`config.mk`:
```
export PLATFORM = sky130hd
export DESIGN_NAME = matmul_seq_ctrl
export DESIGN_NICKNAME = d
export VERILOG_FILES = /design/src/rtl/matmul_pkg.sv /design/src/rtl/matmul_seq_ctrl.sv
export SDC_FILE = /design/constraint.sdc
export NUM_CORES = 1
export LEC_CHECK = 0
export ABC_CLOCK_PERIOD_IN_PS = 3850
export BUFFER_PORTS_ARGS = -buffer_cell sky130_fd_sc_hd__buf_4
export CAP_MARGIN = 30
export CORE_ASPECT_RATIO = 1.1
export CORE_MARGIN = 2
export CORE_UTILIZATION = 57
export CTS_CLUSTER_DIAMETER = 80
export DETAILED_ROUTE_END_ITERATION = 10
export GPL_TIMING_DRIVEN = 0
export PLACE_DENSITY_LB_ADDON = 0.12
export SKIP_LAST_GASP = 1
export SLEW_MARGIN = 20
export SYNTH_ARGS = -nofsm -noshare
export SYNTH_HDL_FRONTEND = slang
export SYNTH_SLANG_ARGS = --single-unit
```
`constraint.sdc`:
```
create_clock -name i_clk -period 3.85 [get_ports i_clk]
set_clock_uncertainty 0.1 [all_clocks]
set_input_delay 0.5775 -clock i_clk [delete_from_list [all_inputs] [get_ports i_clk]]
set_output_delay 0.5775 -clock i_clk [all_outputs]
set_load 0.01 [all_outputs]
```
`src/rtl/matmul_pkg.sv`:
```
// -----------------------------------------------------------------------------
// matmul_pkg
// Shared definitions for the 3x3 matrix-multiplier sequencer: the matrix
// geometry, the operand/result widths, the sequencer state encoding and the
// row-major packing index used for every flattened matrix bus.
// -----------------------------------------------------------------------------
package matmul_pkg;

  localparam int unsigned N            = 3;
  localparam int unsigned DATA_W       = 8;
  localparam int unsigned RES_W        = 16;
  localparam int unsigned NUM_OPERANDS = 2 * N * N;
  localparam int unsigned NUM_RESULTS  = N * N;

  typedef enum logic [1:0] {
    StLoad,
    StFire,
    StWait,
    StDrain
  } state_e;

  // Row-major position of element (i,j) in a flattened N x N matrix.
  function automatic int unsigned idx(input int unsigned i, input int unsigned j);
    return i * N + j;
  endfunction

endpackage

```
`src/rtl/matmul_seq_ctrl.sv`:
```
// -----------------------------------------------------------------------------
// matmul_seq_ctrl
// Sequencer for the 3x3 8-bit matrix multiplier. Loads 18 operand bytes
// (A row-major, then B row-major) from a valid/ready byte stream, pulses the
// multiplier enable once, captures the 9 results MUL_LAT cycles later and
// streams them out row-major over a valid/ready word interface.
//
// Ports
//   i_clk, i_rst_n      clock (rising edge), asynchronous active-low reset
//   i_abort             synchronous abort: drop the current job, back to LOAD
//   i_in_valid/o_in_ready/i_in_data   operand byte stream
//   o_a_flat, o_b_flat  operands to multiplier, element (i,j) at idx(i,j)*DATA_W
//   o_mul_en            one-cycle multiplier enable per job
//   i_r_flat            multiplier results, element (i,j) at idx(i,j)*RES_W
//   o_out_valid/i_out_ready/o_out_data/o_out_idx/o_out_last  result word stream
//   o_busy              low only in LOAD with no operand bytes taken
//   o_job_cnt           completed jobs, wraps at 16 bits
// -----------------------------------------------------------------------------
module matmul_seq_ctrl
  import matmul_pkg::*;
#(
  parameter int unsigned MUL_LAT = 1
) (
  input  logic                      i_clk,
  input  logic                      i_rst_n,
  input  logic                      i_abort,
  input  logic                      i_in_valid,
  output logic                      o_in_ready,
  input  logic [DATA_W-1:0]         i_in_data,
  output logic [N*N*DATA_W-1:0]     o_a_flat,
  output logic [N*N*DATA_W-1:0]     o_b_flat,
  output logic                      o_mul_en,
  input  logic [N*N*RES_W-1:0]      i_r_flat,
  output logic                      o_out_valid,
  input  logic                      i_out_ready,
  output logic [RES_W-1:0]          o_out_data,
  output logic [3:0]                o_out_idx,
  output logic                      o_out_last,
  output logic                      o_busy,
  output logic [15:0]               o_job_cnt
);

  if (N != 3) begin : g_bad_n
    $error("matmul_seq_ctrl supports only N == 3");
  end
  if (MUL_LAT < 1) begin : g_bad_lat
    $error("matmul_seq_ctrl requires MUL_LAT >= 1");
  end

  localparam int unsigned     LatW    = (MUL_LAT < 2) ? 1 : $clog2(MUL_LAT + 1);
  localparam logic [4:0]      LastLd  = 5'(NUM_OPERANDS - 1);
  localparam logic [3:0]      LastRd  = 4'(NUM_RESULTS - 1);
  localparam logic [LatW-1:0] LatDone = LatW'(MUL_LAT);

  state_e                  r_state;
  state_e                  w_state_nxt;
  logic [4:0]              r_ld_cnt;
  logic [LatW-1:0]         r_lat_cnt;
  logic [3:0]              r_rd_idx;
  logic [15:0]             r_job_cnt;
  logic [N*N*DATA_W-1:0]   r_a_flat;
  logic [N*N*DATA_W-1:0]   r_b_flat;
  logic [RES_W-1:0]        r_res [NUM_RESULTS];

  logic w_in_hs;
  logic w_out_hs;
  logic w_lat_done;

  assign w_in_hs    = i_in_valid && (r_state == StLoad);
  assign w_out_hs   = i_out_ready && (r_state == StDrain);
  assign w_lat_done = (r_lat_cnt == LatDone);

  // ---------------------------------------------------------------------------
  // FSM
  // ---------------------------------------------------------------------------
  always_ff @(posedge i_clk or negedge i_rst_n) begin
    if (!i_rst_n) begin
      r_state <= StLoad;
    end else begin
      r_state <= w_state_nxt;
    end
  end

  always_comb begin
    w_state_nxt = r_state;
    unique case (r_state)
      StLoad:  if (w_in_hs && (r_ld_cnt == LastLd)) w_state_nxt = StFire;
      StFire:  w_state_nxt = StWait;
      StWait:  if (w_lat_done) w_state_nxt = StDrain;
      StDrain: if (w_out_hs && (r_rd_idx == LastRd)) w_state_nxt = StLoad;
      default: w_state_nxt = StLoad;
    endcase
    // Abort overrides everything, including a handshake in the same cycle.
    if (i_abort) w_state_nxt = StLoad;
  end

  // ---------------------------------------------------------------------------
  // Counters
  // ---------------------------------------------------------------------------
  always_ff @(posedge i_clk or negedge i_rst_n) begin
    if (!i_rst_n) begin
      r_ld_cnt  <= '0;
      r_lat_cnt <= '0;
      r_rd_idx  <= '0;
      r_job_cnt <= '0;
    end else if (i_abort) begin
      r_ld_cnt  <= '0;
      r_lat_cnt <= '0;
      r_rd_idx  <= '0;
    end else begin
      case (r_state)
        StLoad: begin
          if (w_in_hs) r_ld_cnt <= (r_ld_cnt == LastLd) ? '0 : r_ld_cnt + 5'd1;
        end
        // The FIRE edge counts as the first latency cycle.
        StFire: r_lat_cnt <= LatW'(1);
        StWait: begin
          if (w_lat_done) r_lat_cnt <= '0;
          else            r_lat_cnt <= r_lat_cnt + LatW'(1);
        end
        StDrain: begin
          if (w_out_hs) begin
            if (r_rd_idx == LastRd) begin
              r_rd_idx  <= '0;
              r_job_cnt <= r_job_cnt + 16'd1;
            end else begin
              r_rd_idx <= r_rd_idx + 4'd1;
            end
          end
        end
        default: ;
      endcase
    end
  end

  // ---------------------------------------------------------------------------
  // Operand registers: slot ld_cnt 0..8 -> A, 9..17 -> B. Kept on abort.
  // ---------------------------------------------------------------------------
  always_ff @(posedge i_clk or negedge i_rst_n) begin
    if (!i_rst_n) begin
      r_a_flat <= '0;
      r_b_flat <= '0;
    end else if (w_in_hs && !i_abort) begin
      for (int unsigned i = 0; i < N; i++) begin
        for (int unsigned j = 0; j < N; j++) begin
          if (r_ld_cnt == 5'(idx(i, j))) begin
            r_a_flat[idx(i, j)*DATA_W +: DATA_W] <= i_in_data;
          end
          if (r_ld_cnt == 5'(idx(i, j) + NUM_RESULTS)) begin
            r_b_flat[idx(i, j)*DATA_W +: DATA_W] <= i_in_data;
          end
        end
      end
    end
  end

  // ---------------------------------------------------------------------------
  // Result buffer: captured once per job so the multiplier output may change
  // freely while the words drain under backpressure.
  // ---------------------------------------------------------------------------
  always_ff @(posedge i_clk or negedge i_rst_n) begin
    if (!i_rst_n) begin
      for (int unsigned k = 0; k < NUM_RESULTS; k++) r_res[k] <= '0;
    end else if ((r_state == StWait) && w_lat_done && !i_abort) begin
      for (int unsigned k = 0; k < NUM_RESULTS; k++) begin
        r_res[k] <= i_r_flat[k*RES_W +: RES_W];
      end
    end
  end

  // ---------------------------------------------------------------------------
  // Outputs
  // ---------------------------------------------------------------------------
  assign o_in_ready  = (r_state == StLoad);
  assign o_mul_en    = (r_state == StFire);
  assign o_out_valid = (r_state == StDrain);
  assign o_out_data  = r_res[r_rd_idx];
  assign o_out_idx   = r_rd_idx;
  assign o_out_last  = (r_state == StDrain) && (r_rd_idx == LastRd);
  assign o_busy      = !((r_state == StLoad) && (r_ld_cnt == 5'd0));
  assign o_job_cnt   = r_job_cnt;
  assign o_a_flat    = r_a_flat;
  assign o_b_flat    = r_b_flat;

endmodule
```
==> impl_metrics.json <==
{
  "grt_pass1_wl_um": 52700,
  "clockBufferDepth": 3,
  "hold_path_class": "input pin to register",
  "worst_slack_ns": 0.250,
  "synth_area_mm2": 0.0134,
  "clk_latency_ns": 0.51,
  "antenna_found_initial": 0,
  "crit_fanout": 10,
  "synthArstFlopShare_pct": 100,
  "setup_viol": 0,
  "finalWirelength_um": 34000,
  "first_global_vias": 9512,
  "outcome": "finished clean",
  "crit_top_cell": "clkbuf_1",
  "total_power_mw": 8.03,
  "seq_area_mm2": 0.00791,
  "place_ws_ns": 0.597,
  "h-tree-depth": 2,
  "drc": 0,
  "final_common_cell": "buf_4",
  "synthCells": 910,
  "finalCriticalPeriod_ns": 3.60,
  "crit_type": "register to output pin",
  "core_area_mm2": 0.0229,
  "grt_start_max_net_pins": 86,
  "max_cap_viol_count": 0,
  "rsz0062_at_grt": "false",
  "drive_gt1_share_pct": 56.6,
  "startpoint_type": "register",
  "synth-edff-count": 0,
  "initial_core_util_pct": 58.3,
  "timing.fmax_ghz": 0.278,
  "routedWlPerCell_um": 21.1,
  "slew_viol_final": 0,
  "required_ns": 3.17,
  "syn_avg_cell_area_um2": 14.7,
  "gp_congestion": 0.863,
  "worst_ep_arrival_time_ns": 2.92,
  "ys_seq_elements": 316,
  "cts_root_buf": "clkbuf_16",
  "cts_made_buffers": 34,
  "worst_pin_slew_ns": 0.902,
  "die_h_um": 165,
  "synth.distinct_cells": 44,
  "fill_cells": 1555,
  "multi_input_area_mm2": 0.00524,
  "track_usage_pct": 27.7,
  "antennaDiodeCount": 0,
  "dieArea_mm2": 0.0247,
  "chipWidth_um": 150,
  "fin_nets": 1461,
  "yosysWarnings": 0,
  "antenna_left": 0,
  "ios": 342,
  "hold_viol_final": 0,
  "worstSetupEndpointType": "output pin",
  "slowest_stage": "clkbuf_1",
  "grt-ovfl-total": 0,
  "fin_crit_sh_pct": 93.5,
  "vias": 9002,
  "cp_cell_sequence": "clkbuf_1 -> clkbuf_1 -> mux4_2 -> o221ai_1 -> nand2_1 -> buf_4",
  "cts_tree": "done",
  "synth.area.top_cells": "dfrtp_1, mux2_2, mux4_2, nand2_1, ha_1",
  "cpPeakStageDelay_ns": 0.60,
  "synth.net_count": 1080,
  "slew_headroom_pct": 39.3,
  "first_pass_iters": 5,
  "drt_iter0_drc": 591,
  "cts_sinks": 316,
  "ir_drop_mv": 0.498,
  "netlist.area_leader.share_pct": 59.1,
  "cts.clk_slew.worst_paths_ns": 0.06,
  "io_buffers": 341,
  "yosys.area.top_type": "dfrtp_1",
  "hpwl_um": 25100,
  "p_per_area_mw_per_mm2": 461,
  "leakage_nw": 9.05,
  "synthFlopType": "dfrtp_1",
  "num_rows": 58,
  "area_growth_syn_to_layout_pct": 30.5,
  "seq_area_frac_synth_pct": 59.1,
  "viasPerCell": 5.58,
  "layout_common_cells": "buf_4, dfrtp_1, mux2_2"
}
Yosys cell counts, drive strengths merged, types with 2 or more instances:
cell and n:
a211oi 2, a21oi 4, a31oi 16, and2 2, and3 5, and3b 2, and4 2, buf 16
clkbuf 32, dfrtp 316, ha 13, inv 11, mux2 306, mux2i 15, mux4 16, nand2 54
nand3 10, nand3b 3, nand4 3, nor2 17, nor2b 5, nor3 5, nor4 3, nor4b 2
o21ai 5, o221ai 15, o41ai 2, or4 2, xnor2 10, xor2 6
state kept, by name, indices dropped and copies added, names as in the netlist:
signal	count
o_a_flat	72
o_b_flat	72
o_job_cnt	16
o_out_idx	4
r_lat_cnt	1
r_ld_cnt	5
r_res	144
r_state	2
worst paths after layout:
| path | slack, ns | depth (start not counted) | startpoint | to |
|---|---|---|---|---|
| min reg2reg | 0.37 | 1 | o_job_cnt[15]$_DFFE_PN0P_ | o_job_cnt[15]$_DFFE_PN0P_ |
| min | 0.20 | 2 | i_r_flat[95] | r_res[63]$_DFFE_PN0P_ |
| max in group asynchronous | 1.91 | 4 | i_rst_n | r_res[120]$_DFFE_PN0P_ |
| max reg2reg | 1.00 | 8 | o_out_idx[0]$_DFFE_PN0P_ | o_job_cnt[15]$_DFFE_PN0P_ |
| max | 0.25 | 6 | o_out_idx[1]$_DFFE_PN0P_ | o_out_data[0] |
| min in group asynchronous | 0.54 | 2 | i_rst_n | o_a_flat[63]$_DFFE_PN0P_ |
timing repair:
action | 4_1_cts | 5_1_grt
hold buffers | 1 | 0
setup endpoints to repair | 0 | 10
buffers inserted | 0 | 0
resized for setup | 0 | 3
hold endpoints to repair | 70 | 0
worst max-delay path: cells and delay by family (launching register included):
family | cells | cell delay [ns]
compound gates | 1 | 0.27
simple gates | 1 | 0.08
flops | 1 | 0.38
mux | 1 | 0.48
buf+inv | 3 | 1.21
metrics by stage:
stage / cells / util (%) / cell area (µm²) / hold slack, ns / TNS, ns
after floorplan: 910 / - / 13400 / 0.182 / 0
after global placement: 1551 / 71.1 / 16300 / 0.364 / -226.96
after detailed placement: 1554 / 71.5 / 16400 / 0.364 / 0
after CTS: 1613 / 76.1 / 17400 / 0.185 / 0
after global routing: 1613 / 76.1 / 17400 / 0.182 / 0
final: 1613 / 76.1 / 17400 / 0.196 / 0
routing by layer:
metal	up-vias	GRT usage (%)	part of all wire (%)
met1	4573	38.3	42
met5	-	0	0
met2	324	43.0	47
met4	0	9.26	3.1
li1	4037	-	-
met3	68	7.46	7.9
kinds of logic (layout without fill, tap and decap cells):
| logic type | count (synthesis) | count (layout) | synth area share, % |
|---|---|---|---|
| muxes | 337 | 337 | 29.6 |
| AOI/OAI and AO/OA | 50 | 50 | 2.68 |
| buffers and inverters | 59 | 462 | 1.79 |
| xor gates and xnor gates | 16 | 16 | 1.05 |
| adders and majority gates | 13 | 13 | 1.22 |
| and+or+nand+nor | 119 | 119 | 4.53 |
| DFF | 316 | 316 | 59.1 |
where the power goes:
| part | switching, mW | total (mW) | internal, mW |
|---|---|---|---|
| sequential | 0.176 | 3.83 | 3.65 |
| combinational | 0.515 | 1.18 | 0.662 |
| clock | 1.29 | 3.03 | 1.73 |
final cells by class:
type | count | share of cell area, %
Multi-Input combinational cell | 535 | 30.0
Clock inverter | 10 | 0.423
Clock buffer | 48 | 5.46
Sequential cell | 316 | 45.3
Tap cell | 300 | 2.15
Inverter | 11 | 0.237
Timing Repair Buffer | 345 | 15.2
Buffer | 48 | 1.15
Power figures use the tool's default switching activity.
